==> src/rtl/led_pattern_gen_if.sv <==
// ----------------------------------------------------------------------------
// led_pattern_gen_if
//   Groups the control inputs and LED outputs of the pattern engine into one
//   bundle.
//
//   Signals:
//     en          1 = prescaler and pattern advance; 0 = freeze both
//     mode        0 count, 1 bounce, 2 rotate, 3 all-on
//     brightness  global PWM duty (all-ones = constant on)
//     led         registered LED drive
//     step_tick   one-cycle pulse on each pattern step
//
//   Modports:
//     master  drives en/mode/brightness, observes led/step_tick
//     slave   the pattern engine itself
// ----------------------------------------------------------------------------
interface led_pattern_gen_if #(
    parameter int NUM_LEDS = 16,
    parameter int PWM_BITS = 8
);
    logic                en;
    logic [1:0]          mode;
    logic [PWM_BITS-1:0] brightness;
    logic [NUM_LEDS-1:0] led;
    logic                step_tick;

    modport master (output en, mode, brightness, input led, step_tick);
    modport slave  (input en, mode, brightness, output led, step_tick);
endinterface

==> src/rtl/led_pattern_gen.sv <==
// ----------------------------------------------------------------------------
// led_pattern_gen
//   N-channel LED pattern engine: four animation modes (count, bounce,
//   rotate, all-on), a step prescaler of TICK_DIV clocks, and a global PWM
//   brightness applied to the registered LED outputs.
//
//   Ports:
//     clk    system clock
//     rst_n  asynchronous active-low reset
//     bus    led_pattern_gen_if.slave (en, mode, brightness, led, step_tick)
//
//   Optional build macro:
//     LED_GAMMA_EN  when defined, brightness is squared (>> PWM_BITS) through
//                   a registered perceptual curve before the PWM compare.
// ----------------------------------------------------------------------------
module led_pattern_gen #(
    parameter int NUM_LEDS = 16,
    parameter int TICK_DIV = 1000000,
    parameter int PWM_BITS = 8
) (
    input  logic              clk,
    input  logic              rst_n,
    led_pattern_gen_if.slave  bus
);

    typedef enum logic [1:0] {
        MODE_COUNT  = 2'd0,
        MODE_BOUNCE = 2'd1,
        MODE_ROTATE = 2'd2,
        MODE_ALL_ON = 2'd3
    } mode_e;

    typedef enum logic {
        DIR_LEFT  = 1'b0,
        DIR_RIGHT = 1'b1
    } dir_e;

    localparam int                PRE_W    = $clog2(TICK_DIV);
    localparam logic [PRE_W-1:0]  PRE_LAST = PRE_W'(TICK_DIV - 1);

    mode_e               cur_mode,  cur_mode_nxt;
    dir_e                dir,       dir_nxt;
    logic [NUM_LEDS-1:0] pattern,   pattern_nxt;
    logic [PRE_W-1:0]    prescaler, prescaler_nxt;
    logic                step_nxt;
    logic [PWM_BITS-1:0] pwm_cnt;
    logic [PWM_BITS-1:0] eff;
    logic                full_on;
    logic                pwm_on;
    mode_e               req_mode;

    assign req_mode = mode_e'(bus.mode);

    // Pattern loaded when a new mode is taken. NUM_LEDS'(3) truncates to 1
    // for a single-LED bank, which is exactly the rotate seed wanted there.
    function automatic logic [NUM_LEDS-1:0] init_pattern(input mode_e m);
        case (m)
            MODE_BOUNCE: return NUM_LEDS'(1);
            MODE_ROTATE: return NUM_LEDS'(3);
            MODE_ALL_ON: return '1;
            default:     return '0;
        endcase
    endfunction

    // NOTE: every variable assigned here gets a default first, so no path
    // leaves one unassigned and no latch is inferred.
    always_comb begin
        cur_mode_nxt  = cur_mode;
        dir_nxt       = dir;
        pattern_nxt   = pattern;
        prescaler_nxt = prescaler;
        step_nxt      = 1'b0;

        if (req_mode != cur_mode) begin
            // Mode load wins over any step due in the same cycle.
            cur_mode_nxt  = req_mode;
            prescaler_nxt = '0;
            dir_nxt       = DIR_LEFT;
            pattern_nxt   = init_pattern(req_mode);
        end else if (bus.en) begin
            if (prescaler == PRE_LAST) begin
                prescaler_nxt = '0;
                step_nxt      = 1'b1;
                case (cur_mode)
                    MODE_COUNT: pattern_nxt = pattern + NUM_LEDS'(1);
                    MODE_BOUNCE: begin
                        if (NUM_LEDS == 1) begin
                            pattern_nxt = pattern;
                        end else if (dir == DIR_LEFT) begin
                            // Reaching the top end reverses immediately so
                            // the end bit is shown only once.
                            if (pattern[NUM_LEDS-1]) begin
                                dir_nxt     = DIR_RIGHT;
                                pattern_nxt = pattern >> 1;
                            end else begin
                                pattern_nxt = pattern << 1;
                            end
                        end else begin
                            if (pattern[0]) begin
                                dir_nxt     = DIR_LEFT;
                                pattern_nxt = pattern << 1;
                            end else begin
                                pattern_nxt = pattern >> 1;
                            end
                        end
                    end
                    // Shift-or form stays valid for NUM_LEDS = 1.
                    MODE_ROTATE: pattern_nxt = (pattern << 1) | (pattern >> (NUM_LEDS - 1));
                    default:     pattern_nxt = '1;
                endcase
            end else begin
                prescaler_nxt = prescaler + PRE_W'(1);
            end
        end
    end

`ifdef LED_GAMMA_EN
    logic [2*PWM_BITS-1:0] bright_sq;
    assign bright_sq = {{PWM_BITS{1'b0}}, bus.brightness} * {{PWM_BITS{1'b0}}, bus.brightness};

    // Registered curve: brightness changes reach the compare one cycle later.
    always_ff @(posedge clk or negedge rst_n) begin
        if (!rst_n) begin
            eff     <= '0;
            full_on <= 1'b0;
        end else begin
            eff     <= bright_sq[2*PWM_BITS-1:PWM_BITS];
            full_on <= (bus.brightness == '1);
        end
    end
`else
    assign eff     = bus.brightness;
    assign full_on = (bus.brightness == '1);
`endif

    assign pwm_on = full_on || (pwm_cnt < eff);

    // NOTE: sequential state uses non-blocking assignments so every register
    // samples the pre-edge values regardless of statement order.
    always_ff @(posedge clk or negedge rst_n) begin
        if (!rst_n) begin
            cur_mode      <= MODE_COUNT;
            dir           <= DIR_LEFT;
            pattern       <= '0;
            prescaler     <= '0;
            pwm_cnt       <= '0;
            bus.step_tick <= 1'b0;
            bus.led       <= '0;
        end else begin
            cur_mode      <= cur_mode_nxt;
            dir           <= dir_nxt;
            pattern       <= pattern_nxt;
            prescaler     <= prescaler_nxt;
            pwm_cnt       <= pwm_cnt + PWM_BITS'(1);
            bus.step_tick <= step_nxt;
            bus.led       <= pattern & {NUM_LEDS{pwm_on}};
        end
    end

endmodule

==> src/flat_wrapper.sv <==
// flat-port wrapper written by rule: the top's interface ports become plain ports
module led_pattern_gen_flat 
#(
    parameter int NUM_LEDS = 16,
    parameter int TICK_DIV = 1000000,
    parameter int PWM_BITS = 8
)
  (clk, rst_n, bus_en, bus_mode, bus_brightness, bus_led, bus_step_tick);
  led_pattern_gen_if #(.NUM_LEDS(NUM_LEDS), .PWM_BITS(PWM_BITS)) bus_i ();
  input  logic clk;
  input  logic rst_n;
  input wire logic [$bits(bus_i.en)-1:0] bus_en;
  input wire logic [$bits(bus_i.mode)-1:0] bus_mode;
  input wire logic [$bits(bus_i.brightness)-1:0] bus_brightness;
  output wire logic [$bits(bus_i.led)-1:0] bus_led;
  output wire logic [$bits(bus_i.step_tick)-1:0] bus_step_tick;
  assign bus_i.en = bus_en;
  assign bus_i.mode = bus_mode;
  assign bus_i.brightness = bus_brightness;
  assign bus_led = bus_i.led;
  assign bus_step_tick = bus_i.step_tick;
  led_pattern_gen #(.NUM_LEDS(NUM_LEDS), .TICK_DIV(TICK_DIV), .PWM_BITS(PWM_BITS)) u_core (.clk(clk), .rst_n(rst_n), .bus(bus_i));
endmodule
==> config.mk <==
export PLATFORM = sky130hd
export DESIGN_NAME = led_pattern_gen_flat
export DESIGN_NICKNAME = d
export VERILOG_FILES = /design/src/rtl/led_pattern_gen_if.sv /design/src/rtl/led_pattern_gen.sv /design/src/flat_wrapper.sv
export SDC_FILE = /design/constraint.sdc
export NUM_CORES = 1
export LEC_CHECK = 0
export CAP_MARGIN = 30
export CORE_MARGIN = 1
export CORE_UTILIZATION = 65
export CTS_BUF_LIST = sky130_fd_sc_hd__clkbuf_2 sky130_fd_sc_hd__clkbuf_4 sky130_fd_sc_hd__clkbuf_8
export DETAILED_ROUTE_END_ITERATION = 10
export PLACE_DENSITY = 0.95
export SKIP_LAST_GASP = 1
export SLEW_MARGIN = 20
export SYNTH_ARGS = -nofsm -noshare
export SYNTH_HDL_FRONTEND = slang
export SYNTH_SLANG_ARGS = --single-unit
==> constraint.sdc <==
create_clock -name clk -period 5.2 [get_ports clk]
set_clock_uncertainty 0.15 [all_clocks]
set_input_delay 0.78 -clock clk [delete_from_list [all_inputs] [get_ports clk]]
set_output_delay 0.78 -clock clk [all_outputs]
set_load 0.02 [all_outputs]
After elaboration in Yosys (flattened, before gate mapping)
Cells that the tools add are included.
{"block": "op_classes", "n_addsub": 3, "magnitude_cmp": 1, "eq_ne": 8, "muxes": 21, "n_bitwise": 2, "n_reduce_logical": 7}
{"op": "16-bit 2-to-1 mux", "n": 6}
{"op": "16-bit one-hot mux with 3 select lines", "n": 2}
{"op": "20-bit 2-to-1 mux", "n": 3}
{"op": "20-bit by 1-bit adder with 20-bit output, second input constant", "n": 1}
{"op": "20-bit == test, second input constant", "n": 1}
{"op": "16-bit by 1-bit adder with 16-bit output, second input constant", "n": 1}
{"op": "16-bit bitwise AND", "n": 1}
{"op": "16-bit by 1-bit bitwise OR with 16-bit output", "n": 1}
{"op": "1-bit 2-to-1 mux", "n": 10}
{"op": "8-bit by 1-bit adder with 8-bit output, second input constant", "n": 1}
{"op": "8-bit == test, second input constant", "n": 1}
{"op": "8-bit less-than comparator", "n": 1}
{"op": "2-bit == test, second input constant", "n": 3}
{"op": "2-bit nonzero test", "n": 3}
{"op": "2-bit by 1-bit == test with 1-bit output, second input constant", "n": 2}
{"op": "3-bit AND reduction", "n": 1}
{"op": "2-bit logical NOT", "n": 1}
{"op": "2-bit != test", "n": 1}
{"op": "2-bit AND reduction", "n": 1}
{"op": "1-bit logical OR", "n": 1}
{"block": "totals", "register_bits": 64, "in_bits": 13, "out_inout_bits": 17, "wordCells": 49}

Longest topological paths before layout
{"block": "logic_depth", "word_depth": 6, "ltp_mapped": 8, "mapped_depth_nobuf": 7}

Worst setup path before layout
No wires, ideal clock.
{"block": "synth_path", "kind": "input port to flip-flop", "start": "input port bus_brightness[1]", "end": "register u_core.bus.led[0]", "setup_ns": 0.137, "arrival_time_ns": 1.906, "t_required_ns": 4.913, "setup_slack_ns": 3.007, "path_stages": 7, "n_path_buf": 1, "path_cell_list": "inv_1 ha_1 a21o_1 a21oi_1 o211ai_1 clkbuf_1 a21oi_1"}
{"block": "synth_between", "elab_chain_len": 3, "elab_cells_between_ends": 4, "cone_classes": "order compare: 1; eq/ne: 1; bitwise: 1; reduce/logical: 1"}
{"element": "start: declaration", "line": "flat_wrapper.sv:14", "text": "input wire logic [$bits(bus_i.brightness)-1:0] bus_brightness;"}
{"element": "8-bit less-than comparator or 8-bit == test (tied branches)", "line": "led_pattern_gen.sv:136, led_pattern_gen.sv:133"}
{"element": "1-bit logical OR (*)", "line": "led_pattern_gen.sv:136", "text": "assign pwm_on = full_on || (pwm_cnt < eff);"}
{"element": "16-bit bitwise AND (*)", "line": "led_pattern_gen.sv:156", "text": "bus.led <= pattern & {NUM_LEDS{pwm_on}};"}
{"element": "end signal: assignment", "line": "led_pattern_gen.sv:156"}
{"element": "end: declaration", "line": "led_pattern_gen_if.sv:28", "text": "modport slave (input en, mode, brightness, output led, step_tick);"}
Every way passes the cells marked *; elsewhere a longest branch is shown, timed or not.
A chain may end at the register's enable or synchronous reset.

Worst setup path after layout
{"block": "layout_path", "start": "input port bus_mode[0]", "end": "register u_core.pattern[14]"}
{"block": "layout_between", "elab_chain_len": 3, "elab_cells_between_ends": 9, "cone_classes": "eq/ne: 4; mux: 2; reduce/logical: 3"}
{"element": "start: declaration", "line": "flat_wrapper.sv:13", "text": "input wire logic [$bits(bus_i.mode)-1:0] bus_mode;"}
{"element": "2-bit == test (tied with other cells)", "line": "led_pattern_gen.sv:57", "text": "case (m)"}
{"element": "16-bit one-hot mux with 3 select lines or 2-bit nonzero test (tied branches)"}
{"element": "16-bit 2-to-1 mux or 2-bit AND reduction (tied branches)"}
{"element": "end signal: assignment", "line": "led_pattern_gen.sv:152", "text": "pattern <= pattern_nxt;"}
{"element": "end: declaration", "line": "led_pattern_gen.sv:43", "text": "logic [NUM_LEDS-1:0] pattern, pattern_nxt;"}
Several ways; a longest one is shown, not always the timed one.

==> out/qor.yml <==
status:
  status: "completed"
critical_path:
  rr_endpoint: "u_core.pattern[14]"
  worstPathMaxFanout: 17
  r2r_slack_ns: 2.39
  end_kind: "flop"
  rr_worst_depth: 6
  worstReg2RegStart: "u_core.cur_mode[0]"
  crit_required_ns: 5.33
  critPathKind: "in2reg"
  start_kind: "input port"
  arrival_ns: 3.19
min_path:
  whs_endpoint: "u_core.prescaler[3]"
  hold_depth: 1
  min_from: "u_core.prescaler[3]"
  min_path_type: "reg2reg"
yosys:
  mappedNetlistNets: 454
  synth_top_area_share: 0.417
  synthMuxAreaShare: 0.0163
  yosysSeqAreaShare: 0.417
  yosysMostFrequentCell: "dfrtp_1"
  netlist_top_cells_count: "dfrtp_1, nor2_1, nand2_1, a21oi_1, clkbuf_1"
  synth.ff_latch_count: 64
  synth_compound_area_frac: 0.208
  synth_top_area_cell: "dfrtp_1"
  synth_cell_types: 64
  synth_adder_area_share: 0.0358
  synthSimpleGateAreaFrac: 0.220
  synthTopCellsByArea: "dfrtp_1, nor2_1, xnor2_1"
  synth_edf_count: 0
  synthesis.area_um2: 3840
  synthXorXnorAreaFrac: 0.0547
  ys.flop_type: "dfrtp_1"
  avgSynthCellArea_um2: 8.94
  syn_inst: 430
  synthArstFlopShare: 1.00
  synth_top_family_by_area: "simple AND/OR/NAND/NOR gates"
  yosysWarnings: 0
die:
  dieArea_um2: 6230
  initial_utilization: 0.686
  core_um2: 5610
  die_width_um: 78.9
  die_h_um: 78.9
  rows: 27
  io_pins: 30
timing:
  rsz0062_at_grt: "false"
  finalCritPeriodShare: 0.588
  layout_min_cycle_time_ns: 3.06
  finalSetupViolCount: 0
  tightest_slew_ns: 0.818
  setup_tns_ns: 0
  slew_violations: 0
  relSlewSlack: 0.454
  hold_ws_ns: 0.375
  fmax_ghz: 0.327
  finalHoldViolCount: 0
routing:
  drc: 0
  vias: 3605
  viasPerCell: 6.95
  ant_nets: 0
  routedWlPerCell_um: 20.9
  firstDrtPassIters: 6
  drt_iter0_drc: 668
  routed_wl_um: 10900
placed_design:
  dp.cells: 502
  globalplace.congestion: 0.949
  io_buffers: 29
  place_hpwl_um: 6740
global_routing:
  antenna_found_initial: 0
  grt_max_degree: 65
  grt_usage: 0.365
  first_global_vias: 3343
  grt_pass1_wl_um: 17200
  grt_overflow: 0
cts:
  cts_resized: 0
  path_clk_slew_ns: 0.07
  cts_hold_buf: 0
  worstSkewPairLatency_ns: 0.37
  cts_buffers: 9
  cts.path.max_buffers: 2
  cts-root-buf: "clkbuf_8"
  clock_sinks: 64
  htree_num_levels: 3
  cts_setup_buffers: 0
  cts_tree: "done"
run:
  cap_violations: 0
layout:
  fin_util: 0.774
  nets: 466
  drive_above_1_share: 0.0738
  synthToLayoutAreaGrowth_pct: 12.9
  n_fill_cell: 360
  antenna_cells: 0
  final_cells: 519
power_and_ir_drop:
  p_total_w: 0.00134
  power_per_cell_area_nw_per_um2: 310
  power.internal_w: 0.000912
  seq_power_share: 0.445
  power.leakage_nw: 1.77
  netSwitchingFraction: 0.322
  peakVddDrop_mv: 0.249
  p_clk_frac: 0.362
  combPwrFrac: 0.192
  switching_power_w: 0.000433
## power groups by stage
stage / Combinational [W] / Clock, W / Sequential (W)
after floorplan: 0.000164 / 0 / 0.000587
after global placement: 0.000235 / 0 / 0.000599
after detailed placement: 0.000247 / 0 / 0.000603
after CTS: 0.000251 / 0.000480 / 0.000593
after global routing: 0.000278 / 0.000509 / 0.000603
final: 0.000258 / 0.000487 / 0.000599
## stage by stage
stage | instance area (um2) | setup slack (ns)
detailed placement | 4120 | 1.93
floorplan | 3840 | 3.01
CTS | 4330 | 2.23
finish | 4340 | 2.14
global route | 4340 | 2.03
global placement | 4100 | 1.80
## cells by family (layout without fill, tap and decap cells)
group / after synthesis / count (layout)
simple gates: 159 / 159
compound gates: 119 / 119
flops: 64 / 64
buf+inv: 47 / 64
xor+xnor: 24 / 24
fa+ha+maj: 11 / 11
mux: 6 / 6
## worst max-delay path: stages
cell and delay (ns):
clkdlybuf4s50_1 0.74, xor2_1 0.17, nor2_1 0.51, o21ai_2 0.40, buf_6 0.27, a21oi_1 0.17, o21bai_1 0.14
## area by class of cell
class	count	area, um2	area share
Clock inverter	7	95.1	0.0219
Inverter	15	56.3	0.0130
Clock buffer	9	124	0.0285
Multi-Input combinational cell	319	2060	0.474
Tap cell	72	90.1	0.0207
Timing Repair Buffer	33	317	0.0729
Sequential cell	64	1600	0.369
## sequential cells by signal, summed over array words and instances (netlist names)
register / count
u_core.prescaler: 20
u_core.pwm_cnt: 8
u_core.bus.led: 16
u_core.dir: 1
u_core.pattern: 16
u_core.cur_mode: 2
u_core.bus.step_tick: 1
## layout by cell type, fill, tap and decap left out, types with 13 or more instances in the layout
cell	synthesis	layout
dfrtp_1	64	64
nor2_1	42	42
nand2_1	30	30
clkdlybuf4s50_1	0	28
a21oi_1	27	27
o21ai_0	20	20
nand3_1	17	17
xnor2_1	16	16
inv_1	13	13
nand4_1	13	13
nor3_1	13	13
## worst max-delay path by stage
stage | start | end | slack, ns | depth (start not counted)
after CTS | bus_mode[1] | u_core.pattern[14] | 2.23 | 7
after global placement | bus_en | u_core.pattern[13] | 1.80 | 5
after global routing | bus_mode[1] | u_core.pattern[14] | 2.03 | 7
after floorplan | bus_brightness[1] | u_core.bus.led[0] | 3.01 | 7
final | bus_mode[0] | u_core.pattern[14] | 2.14 | 7
after detailed placement | bus_mode[1] | u_core.pattern[14] | 1.93 | 7
## metal layers
metal | track usage | wire length, um | vias to the layer above
li1 | - | - | 1593
met5 | 0 | 0 | -
met1 | 0.489 | 4310 | 1655
met4 | 0.169 | 486 | 0
met3 | 0.0828 | 1130 | 64
met2 | 0.566 | 4920 | 293
Power figures use the tool's default switching activity.
